## src/rtl/mem_seq.sv

```systemverilog
// Memory-stage sequencer: splits one scalar or vector load/store into
// element-wide req/ack beats and stalls the pipeline until the last beat is acknowledged.
module mem_seq #(
    parameter int REGI_SIZE  = 16,
    parameter int ELEM_SIZE  = 8,
    parameter int VECT_SIZE  = 8,
    parameter int MEMO_LINES = 64,
    parameter int ADDR_BITS  = $clog2(MEMO_LINES)
) (
    input  logic                           clk_i,
    input  logic                           rst_i,
    input  logic                           start_i,
    input  logic                           rd_i,
    input  logic                           wr_i,
    input  logic                           vec_i,
    input  logic [ADDR_BITS-1:0]           addr_i,
    input  logic [REGI_SIZE-1:0]           sdata_i,
    input  logic [ELEM_SIZE*VECT_SIZE-1:0] vdata_i,
    output logic                           stall_o,
    output logic                           done_o,
    output logic                           err_o,
    output logic [REGI_SIZE-1:0]           srdata_o,
    output logic [ELEM_SIZE*VECT_SIZE-1:0] vrdata_o,
    output logic                           mem_req_o,
    output logic                           mem_we_o,
    output logic [ADDR_BITS-1:0]           mem_addr_o,
    output logic [ELEM_SIZE-1:0]           mem_wdata_o,
    input  logic                           mem_ack_i,
    input  logic [ELEM_SIZE-1:0]           mem_rdata_i
);
    localparam int SCAL_BEATS = REGI_SIZE / ELEM_SIZE;
    localparam int VECT_W     = ELEM_SIZE * VECT_SIZE;
    localparam int BUF_W      = (VECT_W > REGI_SIZE) ? VECT_W : REGI_SIZE;
    localparam int MAX_BEATS  = (VECT_SIZE > SCAL_BEATS) ? VECT_SIZE : SCAL_BEATS;
    localparam int CNT_BITS   = $clog2(MAX_BEATS + 1);

    typedef enum logic [1:0] {IDLE, ACCESS, DONE} state_t;

    state_t              state, stateNext;
    logic                accept, lastBeat, beatAck;
    logic                vecQ;
    logic [CNT_BITS-1:0] beat, beatNext, lastIdx;
    logic [BUF_W-1:0]    wBuf, rBuf, rBufNext;

    assign beatAck  = (state == ACCESS) && mem_ack_i;
    assign beatNext = beat + 1'b1;
    assign lastIdx  = vecQ ? CNT_BITS'(VECT_SIZE - 1) : CNT_BITS'(SCAL_BEATS - 1);
    assign lastBeat = (beat == lastIdx);

    always_ff @(posedge clk_i or negedge rst_i) begin
        if (!rst_i) state <= IDLE;
        else        state <= stateNext;
    end

    always_comb begin
        stateNext = state;
        accept    = 1'b0;
        stall_o   = 1'b0;
        done_o    = 1'b0;
        err_o     = 1'b0;
        case (state)
            IDLE: begin
                if (start_i && (rd_i ^ wr_i)) begin
                    accept    = 1'b1;
                    stall_o   = 1'b1;
                    stateNext = ACCESS;
                end else if (start_i && rd_i && wr_i) begin
                    err_o = 1'b1;
                end
            end
            ACCESS: begin
                stall_o = 1'b1;
                if (mem_ack_i && lastBeat) stateNext = DONE;
            end
            DONE: begin
                // Pipeline advances this cycle, so start_i still reflects the finished op.
                done_o    = 1'b1;
                stateNext = IDLE;
            end
            default: stateNext = IDLE;
        endcase
    end

    // Read buffer including the element arriving this cycle, so the final
    // beat can land straight in the result register.
    always_comb begin
        rBufNext = rBuf;
        rBufNext[beat*ELEM_SIZE +: ELEM_SIZE] = mem_rdata_i;
    end

    always_ff @(posedge clk_i or negedge rst_i) begin
        if (!rst_i) begin
            vecQ        <= 1'b0;
            beat        <= '0;
            wBuf        <= '0;
            rBuf        <= '0;
            srdata_o    <= '0;
            vrdata_o    <= '0;
            mem_req_o   <= 1'b0;
            mem_we_o    <= 1'b0;
            mem_addr_o  <= '0;
            mem_wdata_o <= '0;
        end else if (accept) begin
            vecQ        <= vec_i;
            beat        <= '0;
            wBuf        <= vec_i ? BUF_W'(vdata_i) : BUF_W'(sdata_i);
            mem_req_o   <= 1'b1;
            mem_we_o    <= wr_i;
            mem_addr_o  <= addr_i;
            mem_wdata_o <= vec_i ? vdata_i[ELEM_SIZE-1:0] : sdata_i[ELEM_SIZE-1:0];
        end else if (beatAck) begin
            if (!mem_we_o) rBuf <= rBufNext;
            if (lastBeat) begin
                mem_req_o <= 1'b0;
                mem_we_o  <= 1'b0;
                if (!mem_we_o) begin
                    if (vecQ) vrdata_o <= rBufNext[VECT_W-1:0];
                    else      srdata_o <= rBufNext[REGI_SIZE-1:0];
                end
            end else begin
                beat        <= beatNext;
                mem_addr_o  <= mem_addr_o + 1'b1;  // wraps past the top line
                mem_wdata_o <= wBuf[beatNext*ELEM_SIZE +: ELEM_SIZE];
            end
        end
    end
endmodule

```

## config.mk

```make
export PLATFORM = sky130hd
export DESIGN_NAME = mem_seq
export DESIGN_NICKNAME = d
export VERILOG_FILES = /design/src/rtl/mem_seq.sv
export SDC_FILE = /design/constraint.sdc
export NUM_CORES = 1
export LEC_CHECK = 0
export CAP_MARGIN = 40
export CORE_UTILIZATION = 55
export CTS_CLUSTER_DIAMETER = 30
export DETAILED_ROUTE_END_ITERATION = 6
export PLACE_DENSITY = 0.94
export SLEW_MARGIN = 20
export SYNTH_ARGS = -nofsm -noshare
export SYNTH_HDL_FRONTEND = slang
export SYNTH_SLANG_ARGS = --single-unit
```

## constraint.sdc

```tcl
create_clock -name clk_i -period 5 [get_ports clk_i]
set_clock_uncertainty 0.2 [all_clocks]
set_input_delay 0.5 -clock clk_i [delete_from_list [all_inputs] [get_ports clk_i]]
set_output_delay 0.5 -clock clk_i [all_outputs]
set_load 0.03 [all_outputs]
```

==> results of run 1 <==
layer usage:
layer,vias up,part of all wire [%]
li1,3725,-
met5,-,0
met4,0,3.5
met1,4034,38
met2,373,51
met3,80,7.5
critical path, delay by kind of cell, from the launching register on:
kind | cells | cell delay, ps
DFF | 1 | 710
buffers and inverters | 2 | 360
and+or+nand+nor | 3 | 1070
adders and majority gates | 1 | 310
muxes | 1 | 350
worst max path at each step:
stage | from | endpoint | cells after the start | slack, ps
after global placement | mem_ack_i | vrdata_o[32]$_DFFE_PN0P_ | 6 | 1910
final | beat[0]$_DFFE_PN0P_ | rBuf[6]$_DFFE_PN0P_ | 7 | 1880
after global routing | beat[2]$_DFFE_PN0P_ | rBuf[37]$_DFFE_PN0P_ | 6 | 1700
after detailed placement | mem_ack_i | rBuf[63]$_DFFE_PN0P_ | 5 | 1910
after floorplan | beat[0]$_DFFE_PN0P_ | rBuf[32]$_DFFE_PN0P_ | 9 | 2170
after CTS | beat[0]$_DFFE_PN0P_ | rBuf[6]$_DFFE_PN0P_ | 7 | 1880
state kept, by name, summed over array words and instances (netlist names):
signal / cells
mem_wdata_o: 8
mem_req_o: 1
mem_addr_o: 6
state: 2
vrdata_o: 64
rBuf: 64
mem_we_o: 1
srdata_o: 16
vecQ: 1
beat: 4
wBuf: 64
synthesized netlist by cell type, types with 2 or more instances:
cell type and number:
a21o_1 2, a21oi_1 67, a311oi_1 4, a31oi_1 2
and2_1 19, and3_1 12, buf_1 9, buf_2 15
buf_4 6, clkbuf_1 25, dfrtp_1 231, ha_1 5
inv_1 3, mux2_2 73, mux2i_1 56, mux4_2 16
nand2_1 168, nand2b_1 10, nand3_1 53, nand3b_1 2
nor2_1 76, nor2_2 4, nor2b_1 5, nor3_1 4
nor3_4 5, nor3b_1 2, o211ai_1 2, o21ai_0 43
o21ai_1 2, o221ai_1 8
metrics by stage:
step	instances	hold WS [ps]	setup WS, ps
floorplan	954	4.409	2169
global placement	1339	244.8	1906
detailed placement	1341	251.1	1909
CTS	1418	260.5	1880
global route	1420	283.9	1697
finish	1420	256.7	1883
cell type report:
class	instances	area, um2	area share (%)
clock buffer	54	1167	8.313
inverter	3	11.26	0.08019
multi-input combinational	663	4404	31.36
timing repair buffer	213	2148	15.30
tap	234	292.8	2.085
clock inverter	22	239.0	1.702
sequential	231	5781	41.16
power breakdown:
group          switching, W  leakage, nW  total [W]  internal, W
combinational       0.00224         2.68    0.00385      0.00161
clock              0.000938        0.675    0.00279      0.00185
sequential         0.000544         3.03    0.00320      0.00266
cells by family (layout without fill, tap and decap cells):
logic type,count (synthesis),in the layout
mux,145,145
buf+inv,60,292
simple gates,372,372
fa+ha+maj,5,5
compound gates,136,136
xor+xnor,5,5
flops,231,231
==> results.toml, run 1 <==
[power_and_ir_drop]
p_leak_nw = 6.383
total_power_w = 0.009837
powerDensity_nw_per_um2 = 700.4
peakVddDrop_mv = 0.3300

[logic_synthesis]
synth_top_family_by_area = "multiplexers"
synth_area_per_cell_um2 = 10.97
synth_area_leaders = "dfrtp_1 (55%), mux2_2 (7.9%), nand2_1 (6.0%)"
ys_ff_latch = 231
syn_nets = 1060
synth-xor-area-share_pct = 0.8490
ys_seq_area_share_pct = 55.24
synth.distinct_cells = 55
synth_simple_gate_area_share_pct = 16.58
synthMuxAreaShare_pct = 16.66
synth_compound_area_share_pct = 7.354
synth_top_area_share_pct = 55.24
netlist_area_um2 = 10460
synthFlopType = "dfrtp_1"
synth_fa_ha_area_share_pct = 0.5979
synth_edf_count = 0
synth_warnings = 0
synthArstFlopShare_pct = 100.0
synth_area_leader_cell = "dfrtp_1"
netlist_instances = 954

[clocking]
cts_tree = "yes"
root_buffer = "clkbuf_16"
cts_resized = 0
cts_setup_buffers = 0
insertion_delay_ps = 510
cts_inserted_buffers = 41
clk_pin_slew_ps = 50
cts.hold.buffers_added = 1
htreeDepth = 2
clk_path_buf_depth = 3
cts_sinks = 231

[final_layout]
post-route-util_pct = 75.08
num-nets-final = 1259
layout_commonest_cell = "dfrtp_1"
diodes = 0
fin_area_um2 = 14040
layout_common_cells = "dfrtp_1 (231), clkdlybuf4s50_1 (197), nand2_1 (167)"
num-fill-cells = 1150
area_growth_pct = 34.21
drive_gt1_share_pct = 16.53

[timing]
clock.fmax_mhz = 320.8
finalHoldViolations = 0
slew_viol_final = 0
rsz0062_at_grt = "false"
fin_crit_ps = 3117
finalCritPeriodShare_pct = 62.34
tns_ps = 0
max_slew_margin_pct = 45.07
setup_viol = 0
tightest_slew_ps = 824.0

[worst_setup_path]
reg2regPathDepth = 7
cp-start-kind = "register"
required_ps = 5200
endpoint_kind = "register"
r2r-start = "beat[0]$_DFFE_PN0P_"
cp.arrival_ps = 3310
worst_path_max_delay_cell = "dfrtp_1"
critical_path_class = "reg2reg"
cp_cell_sequence = "inv_1 > ha_1 > buf_4 > nor2_1 > and4_1 > nand2_2 > mux2_2"
cp_max_fo = 29
max_stage_delay_ps = 710
rrSetupSlack_ps = 1880
rr_endpoint = "rBuf[6]$_DFFE_PN0P_"

[routing]
drc = 0
postRouteAntennaNets = 0
wire_per_inst_um = 19.38
drtPass1Iterations = 5
drt-initial-drc-count = 461
vias = 8212
wirelength_mm = 27.52
vias_per_cell = 5.783

[run]
maxCapViolations = 0

[floorplanning]
num_io_pins = 200
core.rowCount = 50
start_util_pct = 55.94
fp.dieArea_um2 = 19580
core_area_um2 = 18710
die_h_um = 139.9
fp.dieW_um = 139.9

[global_route]
grt_util_met3_pct = 7.214
grt_pass1_vias = 8500
grt_use_met2_pct = 50.42
antenna_found_initial = 0
track_usage_pct = 29.23
met1_usage_pct = 35.16
grt_pass1_wl_mm = 44.44
top_usage_layer = "met2"
grt_max_degree = 133
overflow = 0

[worst_hold_path]
min_from = "wBuf[16]$_DFFE_PN0P_"
hold_path_end = "wBuf[16]$_DFFE_PN0P_"
min-delay-path-class = "reg2reg"
whs_path_depth = 2

[run_status]
status = "complete, no violations"

[placement]
hpwlAfterDp_mm = 17.92
place_area_um2 = 12590
port_buffers = 199
place_congestion = 0.8242
Power figures use the tool's default switching activity.
==> run 2: changes to the inputs <==
CORE_UTILIZATION = 52   (was 55)
PLACE_DENSITY = 0.9   (was 0.94)
clock period = 3.05 ns   (was 5 ns; I/O delays follow)
==> results.toml, run 2 (same netlist as run 1, synthesis figures left out) <==
[worst_setup_path]
cp_max_fo = 6
cp.arrival_ps = 2220
cp_cell_sequence = "nor3b_1 > and3_1 > clkdlybuf4s50_1"
cp-start-kind = "register"
crit_buf_inv = 1
required_ps = 2540
endpoint_kind = "output pin"
max_stage_delay_ps = 660
critical_path_class = "reg2out"
critical_path.top_delay_family = "buffers and inverters"
worst_path_max_delay_cell = "clkdlybuf4s50_1"

[timing]
finalCritPeriodShare_pct = 89.28
tns_ps = 0
clock.fmax_mhz = 367.2
tightest_slew_ps = 793.3
max_slew_margin_pct = 47.11
rsz0062_at_grt = "false"
finalHoldViolations = 0
fin_crit_ps = 2723
setup_viol = 0
slew_viol_final = 0

[clocking]
cts_inserted_buffers = 41
root_buffer = "clkbuf_16"
cts_sinks = 231
insertion_delay_ps = 520
clk_path_buf_depth = 3
clk_pin_slew_ps = 50
cts_tree = "yes"
cts_setup_buffers = 0
htreeDepth = 2

[final_layout]
layout_commonest_cell = "dfrtp_1"
num-nets-final = 1269
drive_gt1_share_pct = 17.32
post-route-util_pct = 72.56
fin_cells = 1460
area_growth_pct = 35.84
largestRegisters = "rBuf: 64 flops, vrdata_o: 64 flops, wBuf: 64 flops"
diodes = 0
layout_common_cells = "dfrtp_1 (231), clkdlybuf4s50_1 (197), nand2_1 (167)"
num-fill-cells = 1304

[floorplanning]
start_util_pct = 53.41
fp.dieArea_um2 = 20690
die_h_um = 143.9
fp.dieW_um = 143.9
core_area_um2 = 19590
core.rowCount = 51
num_io_pins = 200

[routing]
wire_per_inst_um = 19.79
drc = 0
vias_per_cell = 5.723
wirelength_mm = 28.90
postRouteAntennaNets = 0
drtPass1Iterations = 5
vias = 8355
drt-initial-drc-count = 587

[power_and_ir_drop]
p_leak_nw = 6.449
total_power_w = 0.01646
peakVddDrop_mv = 0.4894
sequentialPowerShare_pct = 31.7
p_int_w = 0.01022
p_comb_share_pct = 39.4
p_sw_w = 0.006247
swShare_pct = 37.94
powerDensity_nw_per_um2 = 1158
power.share.clock_pct = 28.9

[global_route]
antenna_found_initial = 0
grt_pass1_wl_mm = 45.84
overflow = 0
grt_max_degree = 106
grt_pass1_vias = 8778
track_usage_pct = 29.19

[placement]
dp_cells = 1383
place_congestion = 0.8099
hpwlAfterDp_mm = 18.41
port_buffers = 199

[worst_hold_path]
min-delay-path-class = "in2reg"

[run_status]
status = "complete, no violations"

[run]
maxCapViolations = 0
==> run 2: power by group through the flow <==
stage          Clock [W]  Combinational (W)  Sequential (W)
2_1_floorplan          0            0.00306         0.00605
3_3_place_gp           0            0.00609         0.00510
3_5_place_dp           0            0.00632         0.00519
4_1_cts          0.00480            0.00648         0.00520
5_1_grt          0.00494            0.00696         0.00535
6_report         0.00476            0.00648         0.00522
==> run 2: routing by layer <==
layer,vias to the layer above,track usage [%],wire (um)
li1,3739,-,-
met1,4156,34.43,11150
met2,379,51.56,14840
met3,81,5.565,1789
met4,0,13.05,1128
met5,-,0,0
==> run 2: cell type report <==
type / instances / area [um2] / share of cell area [%]
inverters: 3 / 11.26 / 0.07923
repair buffers: 223 / 2232 / 15.70
clock buffers: 48 / 1094 / 7.694
well taps: 265 / 331.6 / 2.333
clock inverters: 27 / 360.3 / 2.535
multi-input cells: 663 / 4404 / 30.99
flip-flops and latches: 231 / 5781 / 40.67
==> run 2: path summary, 6_finish.rpt <==
| check | slack [ps] | depth (start not counted) | endpoint | startpoint |
|---|---|---|---|---|
| setup / recovery | 330 | 3 | err_o | state[0]$_DFFE_PN0P_ |
| hold / removal | 150 | 3 | wBuf[18]$_DFFE_PN0P_ | vdata_i[18] |
| setup reg to reg | 350 | 6 | rBuf[32]$_DFFE_PN0P_ | beat[1]$_DFFE_PN0P_ |
| hold reg to reg | 260 | 2 | wBuf[43]$_DFFE_PN0P_ | wBuf[43]$_DFFE_PN0P_ |
| max in group asynchronous | 1590 | 3 | vrdata_o[40]$_DFFE_PN0P_ | rst_i |
| min in group asynchronous | 260 | 2 | vrdata_o[33]$_DFFE_PN0P_ | rst_i |
==> run 2: tightest hold or removal path: stages <==
cell	delay, ps
clkdlybuf4s50_1	390
nand3_1	80
nand2_1	50
==> run 2: through the flow <==
stage          hold WS [ps]  area, um2  setup WS, ps
6_report              150.6      14210         327.0
3_5_place_dp          213.0      12720         438.3
2_1_floorplan        -190.6      10460         218.9
3_3_place_gp          212.4      12720         481.1
4_1_cts               142.3      14190         360.5
5_1_grt               158.6      14210         157.0
==> run 2: repair_timing <==
action	CTS	global route
hold endpoints to repair	99	0
gates resized for setup	0	0
hold buffers	1	0
==> run 3: changes to the inputs <==
CORE_UTILIZATION = 30   (was 52)
CTS_BUF_LIST = sky130_fd_sc_hd__clkbuf_16   (was unset)
PLACE_DENSITY = 0.61   (was 0.9)
==> results.toml, run 3 (same netlist as run 1, synthesis figures left out) <==
[power_and_ir_drop]
power.share.clock_pct = 32.7
swShare_pct = 36.16
peakVddDrop_mv = 0.4999
sequentialPowerShare_pct = 30.2
p_int_w = 0.01089
powerDensity_nw_per_um2 = 1150
p_sw_w = 0.006169
p_leak_nw = 6.672
p_comb_share_pct = 37.1

[worst_setup_path]
r2r-start = "beat[1]$_DFFE_PN0P_"
cp_cell_sequence = "nor3b_1 > and3_1 > clkdlybuf4s50_1"
critical_path_class = "reg2out"
cp.arrival_ps = 2200
rr_endpoint = "rBuf[2]$_DFFE_PN0P_"
rrSetupSlack_ps = 460
reg2regPathDepth = 8
crit_buf_inv = 1
worst_path_max_delay_cell = "clkdlybuf4s50_1"
cp-start-kind = "register"
endpoint_kind = "output pin"
required_ps = 2540
max_stage_delay_ps = 660
cp_max_fo = 6
critical_path.top_delay_family = "buffers and inverters"

[global_route]
overflow = 0
antenna_found_initial = 2
grt_pass1_wl_mm = 45.55
grt_pass1_vias = 8149
grt_max_degree = 88
track_usage_pct = 16.28

[placement]
hpwlAfterDp_mm = 20.01
place_congestion = 0.7671
place_area_um2 = 13030
dp_cells = 1576
port_buffers = 199

[clocking]
root_buffer = "clkbuf_16"
insertion_delay_ps = 550
cts_tree = "yes"
cts_inserted_buffers = 53
htreeDepth = 2
clk_pin_slew_ps = 40
clk_path_buf_depth = 3
cts_sinks = 231

[timing]
max_slew_margin_pct = 54.85
rsz0062_at_grt = "false"
finalCritPeriodShare_pct = 88.72
slew_viol_final = 0
finalHoldViolations = 0
fin_crit_ps = 2706
setup_viol = 0
tightest_slew_ps = 677.2
clock.fmax_mhz = 369.6
tns_ps = 0

[final_layout]
fin_area_um2 = 14830
layout_commonest_cell = "dfrtp_1"
largestRegisters = "rBuf: 64 flops, vrdata_o: 64 flops, wBuf: 64 flops"
layout_common_cells = "dfrtp_1 (230), clkdlybuf4s50_1 (196), nand2_1 (167)"
num-nets-final = 1283
num-fill-cells = 3329
area_growth_pct = 41.74
fin_cells = 1674
diodes = 0
drive_gt1_share_pct = 18.21

[routing]
drtPass1Iterations = 5
drc = 0
wire_per_inst_um = 16.94
vias_per_cell = 4.724
wirelength_mm = 28.36
vias = 7908
drt-initial-drc-count = 440
postRouteAntennaNets = 0

[worst_hold_path]
min_from = "vec_i"
min-delay-path-class = "in2reg"
whs_path_depth = 3
hold_path_end = "vecQ$_DFFE_PN0P_"

[floorplanning]
die_h_um = 188.8
fp.dieW_um = 188.8
start_util_pct = 30.37
core_area_um2 = 34460
fp.dieArea_um2 = 35630
core.rowCount = 68
num_io_pins = 200

[run]
maxCapViolations = 0

[run_status]
status = "complete, no violations"
run 3: power groups by stage:
stage | Clock [W] | Sequential, W | Combinational [W]
6_report | 0.00558 | 0.00515 | 0.00633
5_1_grt | 0.00585 | 0.00532 | 0.00689
4_1_cts | 0.00568 | 0.00517 | 0.00644
3_5_place_dp | 0 | 0.00520 | 0.00641
3_3_place_gp | 0 | 0.00517 | 0.00631
2_1_floorplan | 0 | 0.00605 | 0.00306
run 3: cell type report:
type                    instances  area (um2)  share of cell area, %
inverters                       3       11.26                0.07592
multi-input cells             663        4412                  29.75
well taps                     455       569.3                  3.838
clock inverters                44       469.2                  3.163
flip-flops and latches        231        5782                  38.98
repair buffers                225        2262                  15.25
clock buffers                  53        1326                  8.942
run 3: repair_timing:
| action | CTS | global route |
|---|---|---|
| endpoints found under the hold margin | 76 | 0 |
| hold buffers | 1 | 0 |
| setup endpoints to repair | 0 | 0 |
| buffers inserted | 0 | 0 |
| resized for setup | 0 | 0 |
run 3: worst max path at each step:
| stage | slack [ps] | depth (start not counted) | startpoint | to |
|---|---|---|---|---|
| floorplan | 220 | 9 | beat[0]$_DFFE_PN0P_ | rBuf[32]$_DFFE_PN0P_ |
| global placement | 380 | 5 | mem_ack_i | rBuf[43]$_DFFE_PN0P_ |
| detailed placement | 370 | 5 | mem_ack_i | rBuf[56]$_DFFE_PN0P_ |
| CTS | 300 | 3 | state[0]$_DFFE_PN0P_ | err_o |
| global route | 200 | 3 | state[0]$_DFFE_PN0P_ | err_o |
| finish | 340 | 3 | state[0]$_DFFE_PN0P_ | err_o |
run 3: worst reg2reg max path, cell delays in order, from the launching register on:
cell	delay, ps
dfrtp_1	460
inv_1	150
ha_1	250
buf_4	200
nor3b_1	250
and4_1	240
buf_4	210
nand2_2	180
mux2_2	310
run 3: per-layer routing:
| layer | track usage, % | share of wire [%] | vias to the layer above |
|---|---|---|---|
| met4 | 3.846 | 1.4 | 4 |
| met1 | 21.01 | 43 | 3818 |
| li1 | - | - | 3784 |
| met5 | 0 | 0.11 | - |
| met3 | 5.066 | 7.5 | 42 |
| met2 | 26.54 | 48 | 260 |
run 3: through the flow:
step                      power [W]  setup slack, ps  hold slack (ps)  utilization (%)
after floorplan            0.009109            218.9           -190.6                -
after global placement      0.01148            383.1            153.6            37.78
after detailed placement    0.01162            371.6            161.3            37.80
after CTS                   0.01729            303.8            87.70            43.04
after global routing        0.01806            196.5            120.9            43.04
final                       0.01706            344.0            106.6            43.04
